<file path="config.mk">
export PLATFORM = sky130hd
export DESIGN_NAME = intc_8src_flat
export DESIGN_NICKNAME = d
export VERILOG_FILES = /design/src/rtl/intc_8src_if.sv /design/src/rtl/intc_8src.sv /design/src/flat_wrapper.sv
export SDC_FILE = /design/constraint.sdc
export NUM_CORES = 1
export LEC_CHECK = 0
export ABC_AREA = 1
export CAP_MARGIN = 40
export CORE_MARGIN = 2
export CORE_UTILIZATION = 43
export DETAILED_ROUTE_END_ITERATION = 12
export GPL_TIMING_DRIVEN = 1
export HOLD_SLACK_MARGIN = 0.06
export PLACE_DENSITY = 0.88
export SYNTH_ARGS = -nofsm -noshare
export SYNTH_HDL_FRONTEND = slang
export SYNTH_SLANG_ARGS = --single-unit
</file>
<file path="constraint.sdc">
create_clock -name clk -period 1.6 [get_ports clk]
set_clock_uncertainty 0.1 [all_clocks]
set_input_delay 0.24 -clock clk [delete_from_list [all_inputs] [get_ports clk]]
set_output_delay 0.24 -clock clk [all_outputs]
set_load 0.01 [all_outputs]
</file>
<file path="src/rtl/intc_8src_if.sv">
// intc_8src_if: bus and CPU interrupt handshake between the CPU side and intc_8src.
//   cs/we/addr/wdata : MIO peripheral select, write strobe, word offset, write data
//   rdata            : read data, combinational from addr
//   Ireq/Iack        : interrupt request to the CPU / acknowledge from the CPU
//   cause            : ID of the request presented or in service
// The master modport is the CPU/bus side. The slave modport is the controller.
interface intc_8src_if #(
    parameter int N_SRC = 8,
    parameter int ID_W  = $clog2(N_SRC)
);
    logic            cs;
    logic            we;
    logic [1:0]      addr;
    logic [31:0]     wdata;
    logic [31:0]     rdata;
    logic            Ireq;
    logic            Iack;
    logic [ID_W-1:0] cause;

    modport master (
        output cs, we, addr, wdata, Iack,
        input  rdata, Ireq, cause
    );

    modport slave (
        input  cs, we, addr, wdata, Iack,
        output rdata, Ireq, cause
    );
endinterface

</file>
<file path="src/rtl/intc_8src.sv">
// intc_8src: eight-source interrupt controller in front of the CPU Ireq/Iack port.
// It synchronises the asynchronous interrupt lines and detects their rising edges.
// Each edge is latched in a pending register, and a software mask selects which
// sources may raise a request. The controller presents one fixed-priority request
// at a time (the lowest index wins). After that it waits for an EOI write.
//   clk     : system clock, shared with the CPU
//   reset   : asynchronous, active-low reset
//   irq_src : asynchronous interrupt lines, rising-edge triggered
//   bus     : register bus and Ireq/Iack/cause handshake (slave side)
// Register map (word offset):
//   0 PENDING : reads the pending bits. Writing 1 to a bit clears it.
//   1 MASK    : read/write. 1 = source enabled.
//   2 CAUSE   : read-only {in_svc, cause}.
//   3 CTRL    : bit0 = gie (read/write). Writing bit1 = 1 is EOI; bit1 reads 0.
module intc_8src #(
    parameter int N_SRC = 8
) (
    input  logic              clk,
    input  logic              reset,
    input  logic [N_SRC-1:0]  irq_src,
    intc_8src_if.slave        bus
);
    localparam int ID_W = $clog2(N_SRC);

    typedef enum logic [1:0] {
        ST_IDLE = 2'd0,
        ST_REQ  = 2'd1,
        ST_SVC  = 2'd2
    } state_t;

    state_t           state_q, state_d;
    logic [N_SRC-1:0] sync1_q, sync1_d;
    logic [N_SRC-1:0] sync2_q, sync2_d;
    logic [N_SRC-1:0] dly_q, dly_d;
    logic [N_SRC-1:0] pending_q, pending_d;
    logic [N_SRC-1:0] mask_q, mask_d;
    logic             gie_q, gie_d;
    logic [ID_W-1:0]  cause_q, cause_d;

    logic             wr_en;
    logic             eoi;
    logic             in_svc;
    logic [N_SRC-1:0] rise;
    logic [N_SRC-1:0] active;
    logic [N_SRC-1:0] ack_clr;
    logic [ID_W-1:0]  win_id;
    logic             win_vld;
    logic [31-N_SRC:0] wdata_unused;

    // The upper write-data bits have no register behind them.
    assign wdata_unused = bus.wdata[31:N_SRC];

    always_comb begin
        wr_en   = bus.cs && bus.we;
        eoi     = wr_en && (bus.addr == 2'd3) && bus.wdata[1];
        in_svc  = (state_q == ST_SVC);

        sync1_d = irq_src;
        sync2_d = sync1_q;
        dly_d   = sync2_q;
        rise    = sync2_q & ~dly_q;

        ack_clr = '0;
        if (state_q == ST_REQ && bus.Iack) begin
            ack_clr[cause_q] = 1'b1;
        end

        // A fresh edge is OR-ed in last, so it wins over a W1C or Iack clear
        // on the same bit in the same cycle.
        pending_d = pending_q & ~ack_clr;
        if (wr_en && bus.addr == 2'd0) begin
            pending_d = pending_d & ~bus.wdata[N_SRC-1:0];
        end
        pending_d = pending_d | rise;

        mask_d = mask_q;
        if (wr_en && bus.addr == 2'd1) begin
            mask_d = bus.wdata[N_SRC-1:0];
        end

        gie_d = gie_q;
        if (wr_en && bus.addr == 2'd3) begin
            gie_d = bus.wdata[0];
        end

        active  = gie_q ? (pending_q & mask_q) : '0;
        win_id  = '0;
        win_vld = 1'b0;
        for (int unsigned i = 0; i < N_SRC; i++) begin
            if (active[i] && !win_vld) begin
                win_id  = ID_W'(i);
                win_vld = 1'b1;
            end
        end
    end

    // cause is only re-latched in IDLE, so it stays frozen through REQ and SVC.
    always_comb begin
        state_d = state_q;
        cause_d = cause_q;
        unique case (state_q)
            ST_IDLE: begin
                if (win_vld) begin
                    cause_d = win_id;
                    state_d = ST_REQ;
                end
            end
            ST_REQ: begin
                if (bus.Iack) begin
                    state_d = ST_SVC;
                end
            end
            ST_SVC: begin
                if (eoi) begin
                    state_d = ST_IDLE;
                end
            end
            default: state_d = ST_IDLE;
        endcase
    end

    always_ff @(posedge clk or negedge reset) begin
        if (!reset) begin
            state_q   <= ST_IDLE;
            sync1_q   <= '0;
            sync2_q   <= '0;
            dly_q     <= '0;
            pending_q <= '0;
            mask_q    <= '0;
            gie_q     <= 1'b0;
            cause_q   <= '0;
        end else begin
            state_q   <= state_d;
            sync1_q   <= sync1_d;
            sync2_q   <= sync2_d;
            dly_q     <= dly_d;
            pending_q <= pending_d;
            mask_q    <= mask_d;
            gie_q     <= gie_d;
            cause_q   <= cause_d;
        end
    end

    // Ireq decodes directly from the state flop, so reset drops it at once.
    always_comb begin
        bus.Ireq  = (state_q == ST_REQ);
        bus.cause = cause_q;
        bus.rdata = '0;
        case (bus.addr)
            2'd0: bus.rdata[N_SRC-1:0] = pending_q;
            2'd1: bus.rdata[N_SRC-1:0] = mask_q;
            2'd2: begin
                bus.rdata[ID_W-1:0] = cause_q;
                bus.rdata[ID_W]     = in_svc;
            end
            default: bus.rdata[0] = gie_q;
        endcase
    end
endmodule

</file>
<file path="src/flat_wrapper.sv">
// flat-port wrapper written by rule: the top's interface ports become plain ports
module intc_8src_flat 
#(
    parameter int N_SRC = 8
)
  (clk, reset, irq_src, bus_cs, bus_we, bus_addr, bus_wdata, bus_Iack, bus_rdata, bus_Ireq, bus_cause);
  intc_8src_if #(.N_SRC(N_SRC)) bus_i ();
  input  logic clk;
  input  logic reset;
  input  logic [N_SRC-1:0] irq_src;
  input wire logic [$bits(bus_i.cs)-1:0] bus_cs;
  input wire logic [$bits(bus_i.we)-1:0] bus_we;
  input wire logic [$bits(bus_i.addr)-1:0] bus_addr;
  input wire logic [$bits(bus_i.wdata)-1:0] bus_wdata;
  input wire logic [$bits(bus_i.Iack)-1:0] bus_Iack;
  output wire logic [$bits(bus_i.rdata)-1:0] bus_rdata;
  output wire logic [$bits(bus_i.Ireq)-1:0] bus_Ireq;
  output wire logic [$bits(bus_i.cause)-1:0] bus_cause;
  assign bus_i.cs = bus_cs;
  assign bus_i.we = bus_we;
  assign bus_i.addr = bus_addr;
  assign bus_i.wdata = bus_wdata;
  assign bus_i.Iack = bus_Iack;
  assign bus_rdata = bus_i.rdata;
  assign bus_Ireq = bus_i.Ireq;
  assign bus_cause = bus_i.cause;
  intc_8src #(.N_SRC(N_SRC)) u_core (.clk(clk), .reset(reset), .irq_src(irq_src), .bus(bus_i));
endmodule
</file>
# After elaboration in Yosys (flattened, before gate mapping)
# Cells that the tools add are included.
[classes] order_cmp=2 eq_ne=8 n_mux=27 bitwise_logic=8 n_reduce_logical=25
[ops] op="$and 8x8->8" n=4
[ops] op="$mux 8" n=3
[ops] op="$not 8->8" n=3
[ops] op="$logic_and 1x1->1" n=14
[ops] op="$mux 3" n=4
[ops] op="$mux 1" n=10
[ops] op="$mux 2" n=5
[ops] op="$pmux 3 s3" n=1
[ops] op="$or 8x8->8" n=1
[ops] op="$pmux 4 s2" n=1
[ops] op="$logic_not 1->1" n=7
[ops] op="$eq 2x2->1 const B" n=3
[ops] op="$pmux 2 s3" n=1
[ops] op="$eq 2x1->1 const B" n=2
[ops] op="$logic_not 2->1" n=2
[ops] op="$lt 3x4->1 const B" n=1
[ops] op="$ne 2x1->1 const B" n=2
[ops] op="$demux 1 s3" n=1
[ops] op="$ge 3x1->1 const B" n=1
[ops] op="$pmux 1 s3" n=1
[ops] op="$reduce_and 3->1" n=1
[ops] op="$ne 2x2->1 const B" n=1
[ops] op="$reduce_and 2->1" n=1
[word_totals] register_bits=46 out_inout_bits=36 word_cells=78

# Depth between registers and ports, before layout
# Gate-level depths: netlist of the first run.
[depth] ltp_word=26 ltp_mapped=10 depth_no_buf=9

# Worst setup path before layout of the first run
# No wires, ideal clock.
[synth_path] path_kind="register to register" startpoint="register u_core.gie_q" endpoint="register u_core.state_q[0]" arrival_ps=1073 path_slack_ps=299 stages_incl_launch_ff=8 synth_period_minus_slack_ps=1301 path_cell_list="dfrtp_1 -> buf_6 -> nand3_4 -> nand2_4 -> nor2_4 -> nand4_2 -> o21ai_2 -> o21ai_1"
[synth_between] elab_chain_len=25
[synth_rtl] element="start: declaration" line="intc_8src.sv:37" text="logic gie_q, gie_d;"
[synth_rtl] element="start signal: assignment" line="intc_8src.sv:139" text="gie_q <= gie_d;"
[synth_rtl] element="$mux 8 (*)" line="intc_8src.sv:86" text="active = gie_q ? (pending_q & mask_q) : '0;"
[synth_rtl] element="$mux 1" line="intc_8src.sv:90" text="if (active[i] && !win_vld) begin"
[synth_rtl] element="$logic_not 1->1" line="intc_8src.sv:90"
[synth_rtl] element="$logic_and 1x1->1" line="intc_8src.sv:90"
[synth_rtl] element="$mux 1" line="intc_8src.sv:90"
[synth_rtl] element="$logic_not 1->1" line="intc_8src.sv:90"
[synth_rtl] element="$logic_and 1x1->1" line="intc_8src.sv:90"
[synth_rtl] element="$mux 1" line="intc_8src.sv:90"
[synth_rtl] element="[9 not listed]"
[synth_rtl] element="$logic_not 1->1" line="intc_8src.sv:90"
[synth_rtl] element="$logic_and 1x1->1" line="intc_8src.sv:90"
[synth_rtl] element="$mux 1" line="intc_8src.sv:90"
[synth_rtl] element="$logic_not 1->1" line="intc_8src.sv:90"
[synth_rtl] element="$logic_and 1x1->1" line="intc_8src.sv:90"
[synth_rtl] element="$mux 1 (*)" line="intc_8src.sv:90"
[synth_rtl] element="$ne 2x1->1 (no line) (*)"
[synth_rtl] element="$reduce_and 3->1 (no line) (*)"
[synth_rtl] element="end signal: assignment" line="intc_8src.sv:133" text="state_q <= state_d;"
[synth_rtl] element="end: declaration" line="intc_8src.sv:31" text="state_t state_q, state_d;"
# Every way passes the cells marked *; elsewhere a longest branch is shown, timed or not.
# A chain may end at the register's enable or synchronous reset.

# Final worst setup path of the first run
[layout_path] startpoint="register u_core.cause_q[2], in the netlist u_core.bus.cause[2]" endpoint="output bus_rdata[2]"
[layout_between] elab_chain_len=1
[layout_rtl] element="start: declaration" line="intc_8src.sv:38" text="logic [ID_W-1:0] cause_q, cause_d;"
[layout_rtl] element="start signal: assignment" line="intc_8src.sv:140" text="cause_q <= cause_d;"
[layout_rtl] element="$pmux 3 s3" line="intc_8src.sv:149" text="case (bus.addr)"
[layout_rtl] element="end: declaration" line="flat_wrapper.sv:16" text="output wire logic [$bits(bus_i.rdata)-1:0] bus_rdata;"
# Every way passes these cells.

==> impl_metrics.ini, run 1 <==
[pwr]
p_leak_nw = 1.31
power_mw = 3.20
power_density_nw_per_um2 = 1200
max-vdd-ir-drop_uv = 547

[clock_network]
clk_pin_slew_worst_paths_ps = 80
cts_max_level = 2
root_buffer = clkbuf_8
cts_tree = built
clock_sinks = 46
clockBufferDepth = 2
cts_made_buffers = 5
insertion_delay_ps = 300

[logic_synthesis]
ys_ff_latch = 46
ys_types = 29
synth_top_area_cell = dfrtp_1
synth_edf_count = 0
synthCells = 224
synth-async-reset-ratio_pct = 100
avgSynthCellArea_um2 = 9.44
syn_area_um2 = 2110
ys.flop_type = dfrtp_1
synthTopCellsByArea = dfrtp_1, buf_4, nand2_1
yosys_warnings = 0
synth.top_cell.area_share_pct = 54.4
seq_area_frac_synth_pct = 54.4

[placed_design]
globalplace.congestion = 0.836
dpl.cell_count = 338
port_buffers = 34
post-dp-hpwl_um = 2940
pre_cts_ws_ps = -671
postPlaceCellArea_um2 = 2550

[setup_path]
reg2reg_slack_ps = 110
crit_chain = inv_1, o211ai_1, clkdlybuf4s15_2
crit_arrival_ps = 1190
cp_data_required_time_ps = 1260
start_kind = flop
crit_fanout = 3
end_kind = output port
crit_path_top_delay_cell = dfrtp_1
critPathKind = reg2out
cp_slowest_stage_delay_ps = 390

[die]
placement_rows = 25
die-area_um2 = 5490
start_util_pct = 44.8
dieWidth_um = 74.1
die_h_um = 74.1
pin_count = 83
core-area_um2 = 4720

[global_routing]
grt_usage_pct = 16.5
antenna_found_initial = 0
grt_pass1_vias = 1506
grt_pass1_wl_um = 6730
grt.overflow.total = 0
grt_max_degree = 47

[cells_and_area]
syn2layout_area_growth_pct = 25.7
post-route-util_pct = 56.3
nets = 328
final_cell_mix = dfrtp_1, nand2_1, inv_1
antenna_cells = 0
fin_cells = 349
drive_gt1_share_pct = 18.4
final_common_cell = dfrtp_1
final_cell_area_um2 = 2660

[status]
status = completed

[timing]
max_freq_mhz = 653
rsz0062_at_grt = no
setup_ws_ps = 69.7
slew_violations = 0
hold_viol = 0
final.min_clock_period_ps = 1530
finalCritPeriodShare_pct = 95.6
setup-tns-final_ps = 0
holdWs_ps = 252
setup_viol = 0

[drt]
wl_per_cell_um = 12.0
via_count = 1591
drc = 0
wl_um = 4180
drt-pass1-iter-count = 4
drtIter0Drc = 143
via_per_inst = 4.56
postRouteAntennaNets = 0

[run]
drv_cap = 0

[hold_path]
min_path_type = reg2reg
==> per-layer routing <==
layer | routed length [µm] | track usage (%) | share of wire, % | up-vias
met5 | 0 | 0 | 0 | -
met1 | 1630 | 19.3 | 39 | 736
met3 | 245 | 3.93 | 5.9 | 11
met4 | 87 | 7.47 | 2.1 | 0
li1 | - | - | - | 794
met2 | 2210 | 28.7 | 53 | 50
==> layout make-up <==
class,count,area [µm²]
Inverter,37,139
Timing Repair Buffer,53,460
Clock inverter,2,13.8
Multi-Input combinational cell,138,737
Tap cell,67,83.8
Sequential cell,46,1150
Fill cell,400,2070
Clock buffer,6,72.6
==> report_power, final <==
part           internal, mW  total (mW)  leakage (nW)  switching (mW)
logic                 0.450        1.06         0.736           0.611
registers              1.33        1.44         0.533           0.116
clock network         0.308       0.693        0.0452           0.384
total                  2.09        3.20          1.31            1.11
==> repair_timing <==
item                                    in CTS  in global routing
resized for setup                           29                 15
hold buffers                                 1                  0
endpoints found under the setup margin      12                 14
endpoints found under the hold margin       46                  0
pin swaps                                    1                  2
buffers inserted                             1                  1
==> logic make-up (layout without fill, tap and decap cells) <==
family | after synthesis | in the layout | share of synthesized area [%]
and+or+nand+nor | 75 | 75 | 18.2
buffers and inverters | 63 | 98 | 16.2
DFF | 46 | 46 | 54.4
AOI/OAI and AO/OA | 39 | 39 | 11.0
other | 1 | 24 | 0.177
==> path summary, 6_finish.rpt <==
path	cells after the start	startpoint	end
worst max-delay path	3	u_core.bus.cause[2]$_DFFE_PN0P_	bus_rdata[2]
worst min-delay path	0	u_core.sync1_q[1]$_DFF_PN0_	u_core.dly_d[1]$_DFF_PN0_
worst max register to register	8	u_core.gie_q$_DFFE_PN0P_	u_core.bus.cause[0]$_DFFE_PN0P_
worst min register to register	0	u_core.sync1_q[1]$_DFF_PN0_	u_core.dly_d[1]$_DFF_PN0_
max in group asynchronous	3	reset	u_core.sync1_q[4]$_DFF_PN0_
min in group asynchronous	3	reset	u_core.bus.cause[2]$_DFFE_PN0P_
==> synthesized netlist by cell type, types with 2 or more instances <==
library cell and number:
a22o_1 2, buf_4 24, buf_6 2, dfrtp_1 46
inv_1 37, nand2_1 43, nand2_2 2, nand3_1 4
nand3_2 3, nand4_1 2, nor2_1 5, nor2_4 2
nor3_1 3, nor4_1 6, o211ai_1 2, o21ai_0 18
o21ai_1 3, o22ai_1 9
==> sequential cells by signal, indices dropped and copies added (netlist names) <==
| name | cells |
|---|---|
| u_core.state_q | 2 |
| u_core.sync1_q | 8 |
| u_core.gie_q | 1 |
| u_core.bus.cause | 3 |
| u_core.pending_q | 8 |
| u_core.dly_d | 8 |
| u_core.dly_q | 8 |
| u_core.mask_q | 8 |
==> worst max-delay path, delay by kind of cell, from the launching register on <==
| family | cells | cell delay, ps |
|---|---|---|
| AOI/OAI and AO/OA | 1 | 120 |
| DFF | 1 | 390 |
| buffers and inverters | 2 | 380 |
Note: power is estimated with default switching activity, not from simulation.
==> inputs of run 2 (changes only) <==
--- a/constraint.sdc
+++ b/constraint.sdc
@@ -4,2 +4,2 @@
 set_output_delay 0.24 -clock clk [all_outputs]
-set_load 0.01 [all_outputs]
+set_load 0.05 [all_outputs]
==> impl_metrics.ini, run 2 (synthesized netlist as in run 1, its figures left out) <==
[die]
pin_count = 83
die-area_um2 = 5490
dieWidth_um = 74.1
die_h_um = 74.1
core-area_um2 = 4720
start_util_pct = 44.8
placement_rows = 25

[cells_and_area]
final_cell_area_um2 = 2870
seqCellArea_um2 = 1160
final_cell_mix = nand2_1, dfrtp_1, inv_1
fillCellCount = 360
antenna_cells = 0
syn2layout_area_growth_pct = 35.6
drive_gt1_share_pct = 25.8
multiInputGateArea_um2 = 779
nets = 325
fin_cells = 346

[setup_path]
start_kind = flop
r2r-end = u_core.bus.cause[1]$_DFFE_PN0P_
cp_slowest_stage_delay_ps = 380
endpoint = bus_rdata[1]
critical-path-top-delay-family = flip-flops
path_depth = 3
crit_path_top_delay_cell = dfrtp_2
critPathLaunch = u_core.bus.cause[1]$_DFFE_PN0P_
reg2reg_slack_ps = 10
crit_arrival_ps = 1260
cp_data_required_time_ps = 1260
crit_chain = inv_2, o211ai_1, buf_12
crit_fanout = 3
critPathKind = reg2out
end_kind = output port
r2r_cells = 9
timing.rr.start = u_core.gie_q$_DFFE_PN0P_
cp_num_buf_inv = 2

[timing]
setup-tns-final_ps = -4.97
hold_viol = 0
rsz0062_at_grt = yes
final.min_clock_period_ps = 1600
setup_ws_ps = -4.97
holdWs_ps = 252
max_freq_mhz = 623
finalCritPeriodShare_pct = 100
setup_viol = 1
slew_violations = 0

[placed_design]
globalplace.congestion = 0.854
post-dp-hpwl_um = 3090
postPlaceCellArea_um2 = 2600
port_buffers = 34
dpl.cell_count = 326

[global_routing]
grt_pass1_vias = 1734
grt_max_degree = 47
grt_usage_pct = 18.2
grt_pass1_wl_um = 7580
antenna_found_initial = 0
grt.overflow.total = 0

[drt]
wl_per_cell_um = 14.4
drtIter0Drc = 164
postRouteAntennaNets = 0
drc = 0
via_per_inst = 4.90
wl_um = 4980
drt-pass1-iter-count = 4
via_count = 1696

[clock_network]
clockBufferDepth = 2
clk_pin_slew_worst_paths_ps = 90
insertion_delay_ps = 300
cts_tree = built
root_buffer = clkbuf_8
clock_sinks = 46
cts_made_buffers = 5
cts_max_level = 2

[pwr]
p_leak_nw = 1.36
power_mw = 3.90
max-vdd-ir-drop_uv = 588
power_density_nw_per_um2 = 1360

[status]
failed_checks = negative setup slack
status = finished with violations

[run]
drv_cap = 0

[hold_path]
min_path_type = reg2reg
## run 2: cell types whose count changed in the layout (fill, tap and decap cells not counted), sizes merged
cell,previous run,this run
clkdlybuf4s15,5,1
dlygate4sd2,3,0
buf,22,27
clkbuf,9,8
## run 2: timing repair
item | CTS | global route
buffers inserted | 4 | 7
hold endpoints to repair | 46 | 0
setup endpoints to repair | 16 | 12
hold buffers | 1 | 0
gates cloned | 0 | 0
pin swaps | 3 | 6
gates resized for setup | 11 | 17
## run 2: area by class of cell
cell class,instances,share of cell area [%]
well taps,67,2.92
clock inverters,2,0.480
inverters,37,5.02
repair buffers,50,21.5
flip-flops and latches,46,40.4
clock buffers,6,2.53
multi-input cells,138,27.2
## run 2: layer usage
| layer | part of all wire (%) | vias to the layer above | global-route usage, % |
|---|---|---|---|
| li1 | - | 787 | - |
| met5 | 0 | - | 0 |
| met2 | 53 | 104 | 32.5 |
| met1 | 35 | 781 | 19.1 |
| met4 | 4.1 | 0 | 9.90 |
| met3 | 7.8 | 24 | 5.56 |
## run 2: worst min path at each step
stage	startpoint	to	slack, ps	cells after the start
final	u_core.sync1_q[0]$_DFF_PN0_	u_core.dly_d[0]$_DFF_PN0_	250	0
after global routing	u_core.sync1_q[0]$_DFF_PN0_	u_core.dly_d[0]$_DFF_PN0_	260	0
after floorplan	reset	u_core.bus.cause[0]$_DFFE_PN0P_	-160	0
after CTS	u_core.sync1_q[5]$_DFF_PN0_	u_core.dly_d[5]$_DFF_PN0_	250	0
after detailed placement	reset	u_core.state_q[0]$_DFFE_PN0P_	130	2
after global placement	reset	u_core.gie_q$_DFFE_PN0P_	140	2
## run 2: worst register-to-register path, cell delays in order (launching register included)
cell and delay (ps):
dfrtp_2 500, nand3_2 150, nand2_4 70, inv_1 90, nand2_1 90, nor2_1 100, nand4_1 150, nand2_1 140
nand2_1 80, nand2_1 60
## run 2: report_power, final
part / leakage (nW) / switching (mW) / internal [mW]
clock network: 0.0452 / 0.377 / 0.308
registers: 0.526 / 0.180 / 1.34
logic: 0.794 / 1.02 / 0.673
total: 1.36 / 1.58 / 2.32
## run 2: stage by stage
step,utilization [%],setup slack (ps)
floorplan,-,-162
global placement,55.1,-288
detailed placement,55.1,-355
CTS,58.3,-37.9
global route,60.7,-93.4
finish,60.7,-4.97
